--- config.mk ---
export PLATFORM = sky130hd
export DESIGN_NAME = arb2_mux_ctrl
export DESIGN_NICKNAME = d
export VERILOG_FILES = /design/src/rtl/arb2_mux_ctrl.sv
export SDC_FILE = /design/constraint.sdc
export NUM_CORES = 1
export LEC_CHECK = 0
export BUFFER_PORTS_ARGS = -buffer_cell sky130_fd_sc_hd__buf_2
export CAP_MARGIN = 20
export CORE_MARGIN = 2
export CORE_UTILIZATION = 38
export DETAILED_ROUTE_END_ITERATION = 10
export HOLD_SLACK_MARGIN = 0.02
export PLACE_DENSITY = 0.95
export SLEW_MARGIN = 20
export SYNTH_ARGS = -nofsm -noshare
export SYNTH_HDL_FRONTEND = slang
export SYNTH_SLANG_ARGS = --single-unit
--- constraint.sdc ---
create_clock -name clk -period 2.13 [get_ports clk]
set_clock_uncertainty 0.1 [all_clocks]
set_input_delay 0.426 -clock clk [delete_from_list [all_inputs] [get_ports clk]]
set_output_delay 0.426 -clock clk [all_outputs]
set_load 0.1 [all_outputs]
--- src/rtl/arb2_mux_ctrl.sv ---
// Round-robin two-requester packet arbiter driving a WIDTH-bit 2:1 mux.
// A grant holds until the owner's last beat or MAX_BEATS beats.
module arb2_mux_ctrl #(
    parameter int WIDTH     = 32,
    parameter int MAX_BEATS = 8,
    parameter int CW        = 3
) (
    input  logic             clk,
    input  logic             clrn,
    input  logic             v0,
    input  logic [WIDTH-1:0] d0,
    input  logic             last0,
    output logic             r0,
    input  logic             v1,
    input  logic [WIDTH-1:0] d1,
    input  logic             last1,
    output logic             r1,
    output logic [WIDTH-1:0] y,
    output logic             y_valid,
    output logic             y_last,
    input  logic             y_ready,
    output logic             sel,
    output logic [1:0]       grant,
    output logic             preempt
);

    typedef enum logic {IDLE, BUSY} state_t;

    localparam logic [CW-1:0] LAST_CNT = CW'(MAX_BEATS - 1);

    state_t        state_q, state_d;
    logic          sel_q, sel_d;
    logic [1:0]    grant_q, grant_d;
    logic          prio_q, prio_d;
    logic [CW-1:0] cnt_q, cnt_d;
    logic          preempt_q, preempt_d;

    logic             busy;
    logic             v_sel;
    logic             last_sel;
    logic [WIDTH-1:0] d_sel;
    logic             xfer;
    logic             owner;

    always_comb begin
        busy     = (state_q == BUSY);
        v_sel    = sel_q ? v1 : v0;
        last_sel = sel_q ? last1 : last0;
        d_sel    = sel_q ? d1 : d0;
        y        = busy ? d_sel : '0;
        y_valid  = busy & v_sel;
        y_last   = busy & (last_sel | (cnt_q == LAST_CNT));
        r0       = busy & ~sel_q & y_ready;
        r1       = busy & sel_q & y_ready;
        xfer     = y_valid & y_ready;
    end

    always_comb begin
        state_d   = state_q;
        sel_d     = sel_q;
        grant_d   = grant_q;
        prio_d    = prio_q;
        cnt_d     = cnt_q;
        preempt_d = 1'b0;
        owner     = (v0 & v1) ? prio_q : v1;
        if (!busy) begin
            if (v0 | v1) begin
                state_d = BUSY;
                sel_d   = owner;
                grant_d = owner ? 2'b10 : 2'b01;
                cnt_d   = '0;
            end
        end else if (xfer) begin
            if (y_last) begin
                // sel is left alone; y is gated off while idle anyway
                state_d   = IDLE;
                grant_d   = 2'b00;
                cnt_d     = '0;
                prio_d    = ~sel_q;
                preempt_d = ~last_sel;
            end else begin
                cnt_d = cnt_q + CW'(1);
            end
        end
    end

    always_ff @(posedge clk or negedge clrn) begin
        if (!clrn) begin
            state_q   <= IDLE;
            sel_q     <= 1'b0;
            grant_q   <= 2'b00;
            prio_q    <= 1'b0;
            cnt_q     <= '0;
            preempt_q <= 1'b0;
        end else begin
            state_q   <= state_d;
            sel_q     <= sel_d;
            grant_q   <= grant_d;
            prio_q    <= prio_d;
            cnt_q     <= cnt_d;
            preempt_q <= preempt_d;
        end
    end

    assign sel     = sel_q;
    assign grant   = grant_q;
    assign preempt = preempt_q;

endmodule

==> results of run 1 <==
## kinds of logic after synthesis
family          Yosys count  share of synthesized area [%]
compound gates           12                          9.596
fa+ha+maj                 2                          2.312
buf+inv                  12                          5.895
flops                     9                          20.81
mux                      38                          35.84
simple gates             46                          25.55
## through the flow
stage	hold WS [ps]	setup TNS [ps]	instances
after CTS	328.4	0	263
after detailed placement	185.3	0	258
after global placement	180.4	0	258
after floorplan	30.41	-593.6	119
## synth_stat cells
library cell                 n
sky130_fd_sc_hd__o22ai_2     1
sky130_fd_sc_hd__inv_1       4
sky130_fd_sc_hd__ha_1        2
sky130_fd_sc_hd__a22oi_1     1
sky130_fd_sc_hd__a21boi_0    1
sky130_fd_sc_hd__and3_1      1
sky130_fd_sc_hd__a21oi_1     2
sky130_fd_sc_hd__nand2_1     2
sky130_fd_sc_hd__nand3b_1    1
sky130_fd_sc_hd__mux2i_1    35
sky130_fd_sc_hd__dfrtp_1     9
sky130_fd_sc_hd__and3_2      2
sky130_fd_sc_hd__buf_4       3
sky130_fd_sc_hd__nor2_1      4
sky130_fd_sc_hd__clkbuf_1    4
sky130_fd_sc_hd__nor2b_1    35
sky130_fd_sc_hd__mux2_4      1
sky130_fd_sc_hd__o31a_2      1
sky130_fd_sc_hd__o22a_1      1
sky130_fd_sc_hd__o32a_1      1
sky130_fd_sc_hd__buf_6       1
sky130_fd_sc_hd__a211o_2     1
sky130_fd_sc_hd__o21ai_2     1
sky130_fd_sc_hd__a2bb2oi_1   1
sky130_fd_sc_hd__a21bo_2     1
sky130_fd_sc_hd__nand2b_1    1
sky130_fd_sc_hd__mux2_2      2
## repair_timing
| action | 4_1_cts |
|---|---|
| buffers inserted | 0 |
| hold endpoints to repair | 9 |
| gates resized for setup | 3 |
| endpoints found under the setup margin | 14 |
| hold buffers | 1 |
==> reports/results.md, run 1 <==
## Logic synthesis
- 1082 um^2 — area of the mapped netlist
- 192 — Post-Synthesis Net Count
- 0 — warnings from Yosys
- 9 — register bit count reported by yosys
- 27 — Yosys cell types
- sky130_fd_sc_hd__mux2i_1 (32%), sky130_fd_sc_hd__dfrtp_1 (21%), sky130_fd_sc_hd__nor2b_1 (20%), sky130_fd_sc_hd__ha_1 (2.3%), sky130_fd_sc_hd__buf_4 (2.1%) — leading cell types by total area after synthesis
- 32.37% — area share of the leading cell type in the synthesized netlist
- 119 — synthesized netlist cell count
- sky130_fd_sc_hd__mux2i_1 — dominant cell type by area after synthesis
- 9.095 um^2 — post-synthesis average cell area
- 20.81% — share of synthesized area occupied by flip-flops and latches

## Status
- global routing (5_1_grt) — failing step
- [ERROR DPL-0033] detailed placement checks failed during check placement. — first reported error
- did not finish — run status

## Placed design
- 110 — count of input and output buffers
- 2532 um^2 — Placement Cell Area
- 175.1 ps — Post-Place Setup Slack
- 0.7998 — GPL Wtd Cong
- 4622 um — HPWL reported at the end of detailed placement

## Clock network
- 9 — clock sink total
- 2 — Bufs on Longest Clock Path
- sky130_fd_sc_hd__clkbuf_4 — clk root buf
- 3 — number of clock buffers inserted by TritonCTS
- 1 — Max H-tree Level

## Die
- 57.37 um — Die H
- 57.37 um — horizontal extent of the die
- 39.59% — initial core utilization
- 19 — site row count
- 111 — top-level port count

## Global route
- 3 — number of antenna violations at the first check in global routing
- 23 — largest net degree at the start of global routing

## STA
- y[21] — Worst Endpoint after GRT Repair
- top-level output — pin type at the end of the worst path

==> run 2, diff against run 1 <==
--- a/config.mk
+++ b/config.mk
@@ -8,10 +8,9 @@
 export BUFFER_PORTS_ARGS = -buffer_cell sky130_fd_sc_hd__buf_2
 export CAP_MARGIN = 20
 export CORE_MARGIN = 2
-export CORE_UTILIZATION = 38
+export CORE_UTILIZATION = 25
 export DETAILED_ROUTE_END_ITERATION = 10
-export HOLD_SLACK_MARGIN = 0.02
-export PLACE_DENSITY = 0.95
+export PLACE_DENSITY_LB_ADDON = 0.15
 export SLEW_MARGIN = 20
 export SYNTH_ARGS = -nofsm -noshare
 export SYNTH_HDL_FRONTEND = slang
==> run 2 against run 1 <==
Net effect: the flow now finishes without violations; synthesized cell count did not move; synthesized area did not move.
==> reports/results.md, run 2 <==
## Critical path
- flip-flops — Crit path max-delay family
- 26 — critical path fanouts, max
- sky130_fd_sc_hd__buf_12 — critical path's most frequent cell
- cnt_q[2] — endpoint of the most critical register-to-register path
- register — startpoint class of the critical path
- 490 ps — worst stage delay on the critical path
- buf_12 > mux2i_1 > nor2b_4 > buf_12 — cell-by-cell trace of the critical path
- 3 — depth of the worst register-to-register path
- 1570 ps — crit path DAT
- 380 ps — setup slack, reg-to-reg
- 1600 ps — worst path required time
- 2 — worst path bufs/invs
- sel — worst reg2reg path startpoint
- output pin — element type at the critical path end
- reg2out — CP Class
- sky130_fd_sc_hd__dfrtp_4 — cell type of the slowest stage on the worst timing path

## Logic synthesis
- 119 — synthesized netlist cell count, unchanged
- 32.37% — area share of the leading cell type in the synthesized netlist, unchanged
- 25.55% — area share of and/or/nand/nor cells after synthesis, unchanged
- 192 — Post-Synthesis Net Count, unchanged
- 9.095 um^2 — post-synthesis average cell area, unchanged
- multiplexers — largest family of logic cells by synthesized area
- 0 — warnings from Yosys, unchanged
- 35.84% — multiplexer area fraction after synthesis, unchanged
- 2.312% — adder and majority gate portion of the synthesized area, unchanged
- 20.81% — share of synthesized area occupied by flip-flops and latches, unchanged
- 0% — XOR/XNOR share of the synthesized area, unchanged
- 27 — Yosys cell types, unchanged
- 100.0% — Async SR Flop Fraction, unchanged
- 0 — number of enable flip-flop cells after synthesis, unchanged
- 9.595% — compound-cell area share of the yosys netlist, unchanged
- sky130_fd_sc_hd__mux2i_1 — dominant cell type by area after synthesis
- sky130_fd_sc_hd__mux2i_1 (35), sky130_fd_sc_hd__nor2b_1 (35), sky130_fd_sc_hd__dfrtp_1 (9) — top cells by instance count after synthesis
- sky130_fd_sc_hd__mux2i_1 (32%), sky130_fd_sc_hd__dfrtp_1 (21%), sky130_fd_sc_hd__nor2b_1 (20%), sky130_fd_sc_hd__ha_1 (2.3%), sky130_fd_sc_hd__buf_4 (2.1%) — leading cell types by total area after synthesis
- 9 — register bit count reported by yosys, unchanged
- 1082 um^2 — area of the mapped netlist, unchanged
- sky130_fd_sc_hd__dfrtp_1 — Main synth FF type

## Global route
- 5809 um — first-pass GRT wire length
- 0 — number of antenna violations at the first check in global routing
- 14.29% — total track usage
- 1276 — vias in the first global route
- 0 — global-route congestion overflow total
- 27 — largest net degree at the start of global routing

## Final layout
- cnt_q — register ranked first by flip-flop count
- 75.76% — share of post-route cells with drive strength above 1
- 0 — Diodes inserted
- sky130_fd_sc_hd__buf_2 (73), sky130_fd_sc_hd__buf_12 (39), sky130_fd_sc_hd__nor2b_4 (33) — most frequent cells in the layout
- 142.7% — area added between synthesis and finish
- sky130_fd_sc_hd__buf_2 — commonest non-fill, non-tap cell in the layout
- 305 — fin nets
- 3 — Largest register FFs

## STA
- 0 — final slew viol count
- 0 — final hold violation count
- 531.9 ps — Worst-Margin Slew
- 98.62% — portion of the clock cycle consumed by the worst path in the final layout
- 2101 ps — Tmin final
- 476.0 MHz — Fmax achieved
- 29.33 ps — final worst setup slack
- yes — RSZ-0062 raised after global routing
- 63.53% — Max-Slew Margin vs Limit
- 0 — Final setup violation count

## Clock network
- 3 — number of clock buffers inserted by TritonCTS, unchanged
- sky130_fd_sc_hd__clkbuf_8 — clk root buf
- 50 ps — Clk pin slew, worst setup/hold paths
- 9 — clock sink total, unchanged
- done — CTS tree
- 0 — total setup buffers inserted after CTS, unchanged
- 2 — Bufs on Longest Clock Path, unchanged
- 240 ps — worst-skew pair later-pin latency
- 1 — Max H-tree Level, unchanged

## Route
- 4 — number of iterations in the first detailed-routing pass
- 1283 — Vias
- 4.566 — drt via density
- 12.94 um — WL per Instance
- 0 — remaining routing DRC violations
- 27 — Iteration-0 DRC Markers
- 0 — post-route antenna net violation count
- 3636 um — detailed-route wire length

## Placed design
- 110 — count of input and output buffers, unchanged
- 3059 um — HPWL reported at the end of detailed placement, -34%
- 0.7116 — GPL Wtd Cong, -11%
- 308.9 ps — Post-Place Setup Slack, +133.8 ps

## Die
- 69.80 um — Die H, +22%
- 111 — top-level port count, unchanged
- 26.48% — initial core utilization, -13 points
- 69.80 um — horizontal extent of the die, +22%
- 4871 um^2 — total die area
- 4086 um^2 — area of the core region
- 23 — site row count, +4

## Worst hold path
- in2reg — class of the tightest hold or removal check
- v1 — hold_sp
- busy — Hold Path End
- 2 — number of cells on the worst hold path

## Job
- 0 — number of max-cap violations

## Status
- complete, no violations — run status

==> run 2: cell counts after synthesis <==
No cell type changed its count.
==> run 2: per-stage QoR <==
stage / setup TNS (ps) / util [%] / cells / area (um^2) / hold slack, ps
2_1_floorplan: -593.6 / - / 119 / 1369 / 30.41
3_3_place_gp: 0 / 62.06 / 276 / 2536 / 192.5
3_5_place_dp: 0 / 62.06 / 276 / 2536 / 190.3
4_1_cts: 0 / 63.44 / 281 / 2592 / 365.0
5_1_grt: -121.5 / 64.27 / 281 / 2626 / 370.5
6_report: 0 / 64.27 / 281 / 2626 / 375.5
==> run 2: per-layer routing <==
layer  up-vias  global-route usage (%)  wire (um)  share of wire (%)
met3         4                   4.797        283                7.8
met5         -                       0          0                  0
met4         0                   1.923         14               0.39
met1       593                   16.65       1359                 37
met2        51                   25.82       1978                 54
li1        635                       -          -                  -
==> run 2: cell type report <==
cell class | count | area, um^2
well taps | 50 | 62.56
fillers | 334 | 1460
clock buffers | 3 | 41.29
inverters | 4 | 15.01
repair buffers | 116 | 1179
flip-flops and latches | 9 | 229.0
clock inverters | 1 | 5.005
multi-input cells | 98 | 1095
==> run 2: what timing repair did <==
| item | 4_1_cts | 5_1_grt |
|---|---|---|
| endpoints found under the setup margin | 0 | 9 |
| resized for setup | 0 | 9 |
| hold buffers | 1 | 0 |
| endpoints found under the hold margin | 9 | 0 |
==> run 2: worst max path at each step <==
stage          startpoint  endpoint  slack [ps]  depth (start not counted)
3_5_place_dp          sel     y[13]         310                          4
2_1_floorplan         sel     y[10]         -20                          4
6_report              sel     y[24]          30                          4
5_1_grt               sel     y[24]         -50                          4
3_3_place_gp          sel      y[5]         320                          4
4_1_cts               sel     y[22]          40                          4
==> run 2: logic make-up (layout without fill, tap and decap cells) <==
| kind of cell | Yosys count | in the layout |
|---|---|---|
| simple gates | 46 | 46 |
| mux | 38 | 38 |
| compound gates | 12 | 12 |
| buf+inv | 12 | 124 |
| flops | 9 | 9 |
| fa+ha+maj | 2 | 2 |
Power of run 2 is not shown: default switching activity piles up to over one toggle a cycle in this logic, so the estimate is an artifact.
==> run 3, diff against run 2 <==
--- a/config.mk
+++ b/config.mk
@@ -5,8 +5,7 @@
 export SDC_FILE = /design/constraint.sdc
 export NUM_CORES = 1
 export LEC_CHECK = 0
-export BUFFER_PORTS_ARGS = -buffer_cell sky130_fd_sc_hd__buf_2
-export CAP_MARGIN = 20
+export BUFFER_PORTS_ARGS = -buffer_cell sky130_fd_sc_hd__buf_4
 export CORE_MARGIN = 2
 export CORE_UTILIZATION = 25
 export DETAILED_ROUTE_END_ITERATION = 10
==> run 3 against run 2 <==
Net effect: setup slack gained 9.1 ps; routed wire length grew 3.8%; via count shrank 0.47%; core utilization down 6.7 points; first-iteration DRC count increased by 48%; final area down 10%; register-to-register slack better by 60 ps; global-route usage grew 0.48 points; sequential cell count unchanged; critical path depth unchanged; cell count grew 0.36%.
==> reports/results.md, run 3 (synthesis results as in run 2) <==
## Global route
- 29 — largest net degree at the start of global routing, +7.4%
- 14.76% — total track usage, +0.48 points
- 0 — number of antenna violations at the first check in global routing, unchanged
- 1327 — vias in the first global route, +4.0%
- 0 — global-route congestion overflow total, unchanged
- 5975 um — first-pass GRT wire length, +2.9%

## Clock network
- 50 ps — Clk pin slew, worst setup/hold paths, about the same
- sky130_fd_sc_hd__clkbuf_8 — clk root buf
- 9 — clock sink total, unchanged
- 2 — Bufs on Longest Clock Path, unchanged
- 0 — total setup buffers inserted after CTS, unchanged
- 3 — number of clock buffers inserted by TritonCTS, unchanged
- done — CTS tree
- 1 — Max H-tree Level, unchanged
- 240 ps — worst-skew pair later-pin latency, about the same

## Final layout
- 0 — Diodes inserted, unchanged
- 3 — Largest register FFs, unchanged
- 374 — fill cell total of the finished layout, +12%
- 117.3% — area added between synthesis and finish
- 57.56% — post-route core utilization, -6.7 points
- 306 — fin nets, +0.33%
- sky130_fd_sc_hd__buf_4 — commonest non-fill, non-tap cell in the layout
- cnt_q — register ranked first by flip-flop count
- sky130_fd_sc_hd__buf_4 (114), sky130_fd_sc_hd__nor2b_4 (33), sky130_fd_sc_hd__mux2i_1 (24) — most frequent cells in the layout
- 76.72% — share of post-route cells with drive strength above 1, +0.97 points
- 2352 um^2 — cell area after layout, -10%

## Critical path
- sel — worst reg2reg path startpoint
- 440 ps — setup slack, reg-to-reg, +60 ps
- 3 — depth of the worst register-to-register path, unchanged
- reg2out — CP Class
- cnt_q[1] — endpoint of the most critical register-to-register path
- 1600 ps — worst path required time, about the same
- 1570 ps — crit path DAT, about the same
- output pin — element type at the critical path end
- 12 — critical path fanouts, max, -54%
- sel — Critical Path Source
- y[21] — worst setup path endpoint
- register — startpoint class of the critical path

## Route
- 4 — number of iterations in the first detailed-routing pass, unchanged
- 1277 — Vias, -0.47%
- 0 — post-route antenna net violation count, unchanged
- 4.528 — drt via density, -0.82%
- 13.39 um — WL per Instance, +3.5%
- 0 — remaining routing DRC violations, unchanged
- 40 — Iteration-0 DRC Markers, +48%
- 3775 um — detailed-route wire length, +3.8%

## STA
- 478.1 MHz — Fmax achieved, +0.44%
- yes — RSZ-0062 raised after global routing
- 0 — Final setup violation count, unchanged
- 98.19% — portion of the clock cycle consumed by the worst path in the final layout, -0.43 points
- 0 — final hold violation count, unchanged
- 2092 ps — Tmin final, -9.116 ps
- 0 — final slew viol count, unchanged
- 496.1 ps — Worst-Margin Slew, -35.82 ps
- 65.98% — Max-Slew Margin vs Limit, +2.5 points

## Placed design
- 2251 um^2 — Placement Cell Area, -11%
- 3016 um — HPWL reported at the end of detailed placement, -1.4%
- 0.6973 — GPL Wtd Cong, -2.0%
- 110 — count of input and output buffers, unchanged

## Die
- 69.80 um — Die H, unchanged
- 4871 um^2 — total die area, unchanged
- 111 — top-level port count, unchanged
- 4086 um^2 — area of the core region, unchanged
- 69.80 um — horizontal extent of the die, unchanged
- 26.48% — initial core utilization, unchanged
- 23 — site row count, unchanged

## Status
- complete, no violations — run status

## Worst hold path
- in2reg — class of the tightest hold or removal check

## Job
- 0 — number of max-cap violations, unchanged

## run 3: cell types whose count changed in the layout (fill, tap and decap cells not counted), sizes merged
cell,change
buf,+1
## run 3: metrics by stage
step                      std cells  setup WS [ps]  hold WS (ps)  TNS (ps)
after detailed placement        277          277.7         158.9         0
after global routing            282         -49.68         333.0    -357.2
final                           282          38.45         343.9         0
after global placement          277          284.9         158.6         0
after floorplan                 119         -23.80         30.41    -593.6
after CTS                       282          8.482         333.3         0
## run 3: layer usage
layer  vias up  GRT usage [%]  part of all wire (%)  wire length [um]
met5         -              0                     0                 0
met2        50          27.09                    54              2021
met4         0          3.419                  0.45                17
li1        639              -                     -                 -
met1       586          17.60                    40              1517
met3         2          2.762                   5.8               220
## run 3: cell type report
type                            count  area, um^2  area share, %
Inverter                            4       15.01         0.6383
Sequential cell                     9       229.0          9.734
Clock buffer                        3       41.29          1.755
Multi-Input combinational cell     98        1102          46.86
Timing Repair Buffer              117       897.1          38.14
Clock inverter                      1       5.005         0.2128
Tap cell                           50       62.56          2.660
## run 3: repair_timing
| item | CTS | global route |
|---|---|---|
| setup endpoints to repair | 0 | 20 |
| hold endpoints to repair | 9 | 0 |
| hold buffers | 1 | 0 |
| gates resized for setup | 0 | 12 |
## run 3: worst min-delay path by stage
stage                     from        to  slack [ps]  depth (start not counted)
after floorplan           clrn      busy          30                          0
after global placement    clrn  cnt_q[0]         160                          1
after detailed placement  clrn  cnt_q[1]         160                          1
after CTS                   v1      busy         330                          2
after global routing        v1      busy         330                          2
final                       v1      busy         340                          2
## run 3: critical path, cell delays in order (launching register included)
cell	delay, ps
sky130_fd_sc_hd__dfrtp_4	500
sky130_fd_sc_hd__buf_4	220
sky130_fd_sc_hd__mux2i_2	190
sky130_fd_sc_hd__nor2b_4	110
sky130_fd_sc_hd__buf_4	290
Power of run 3 is left out for the same reason.
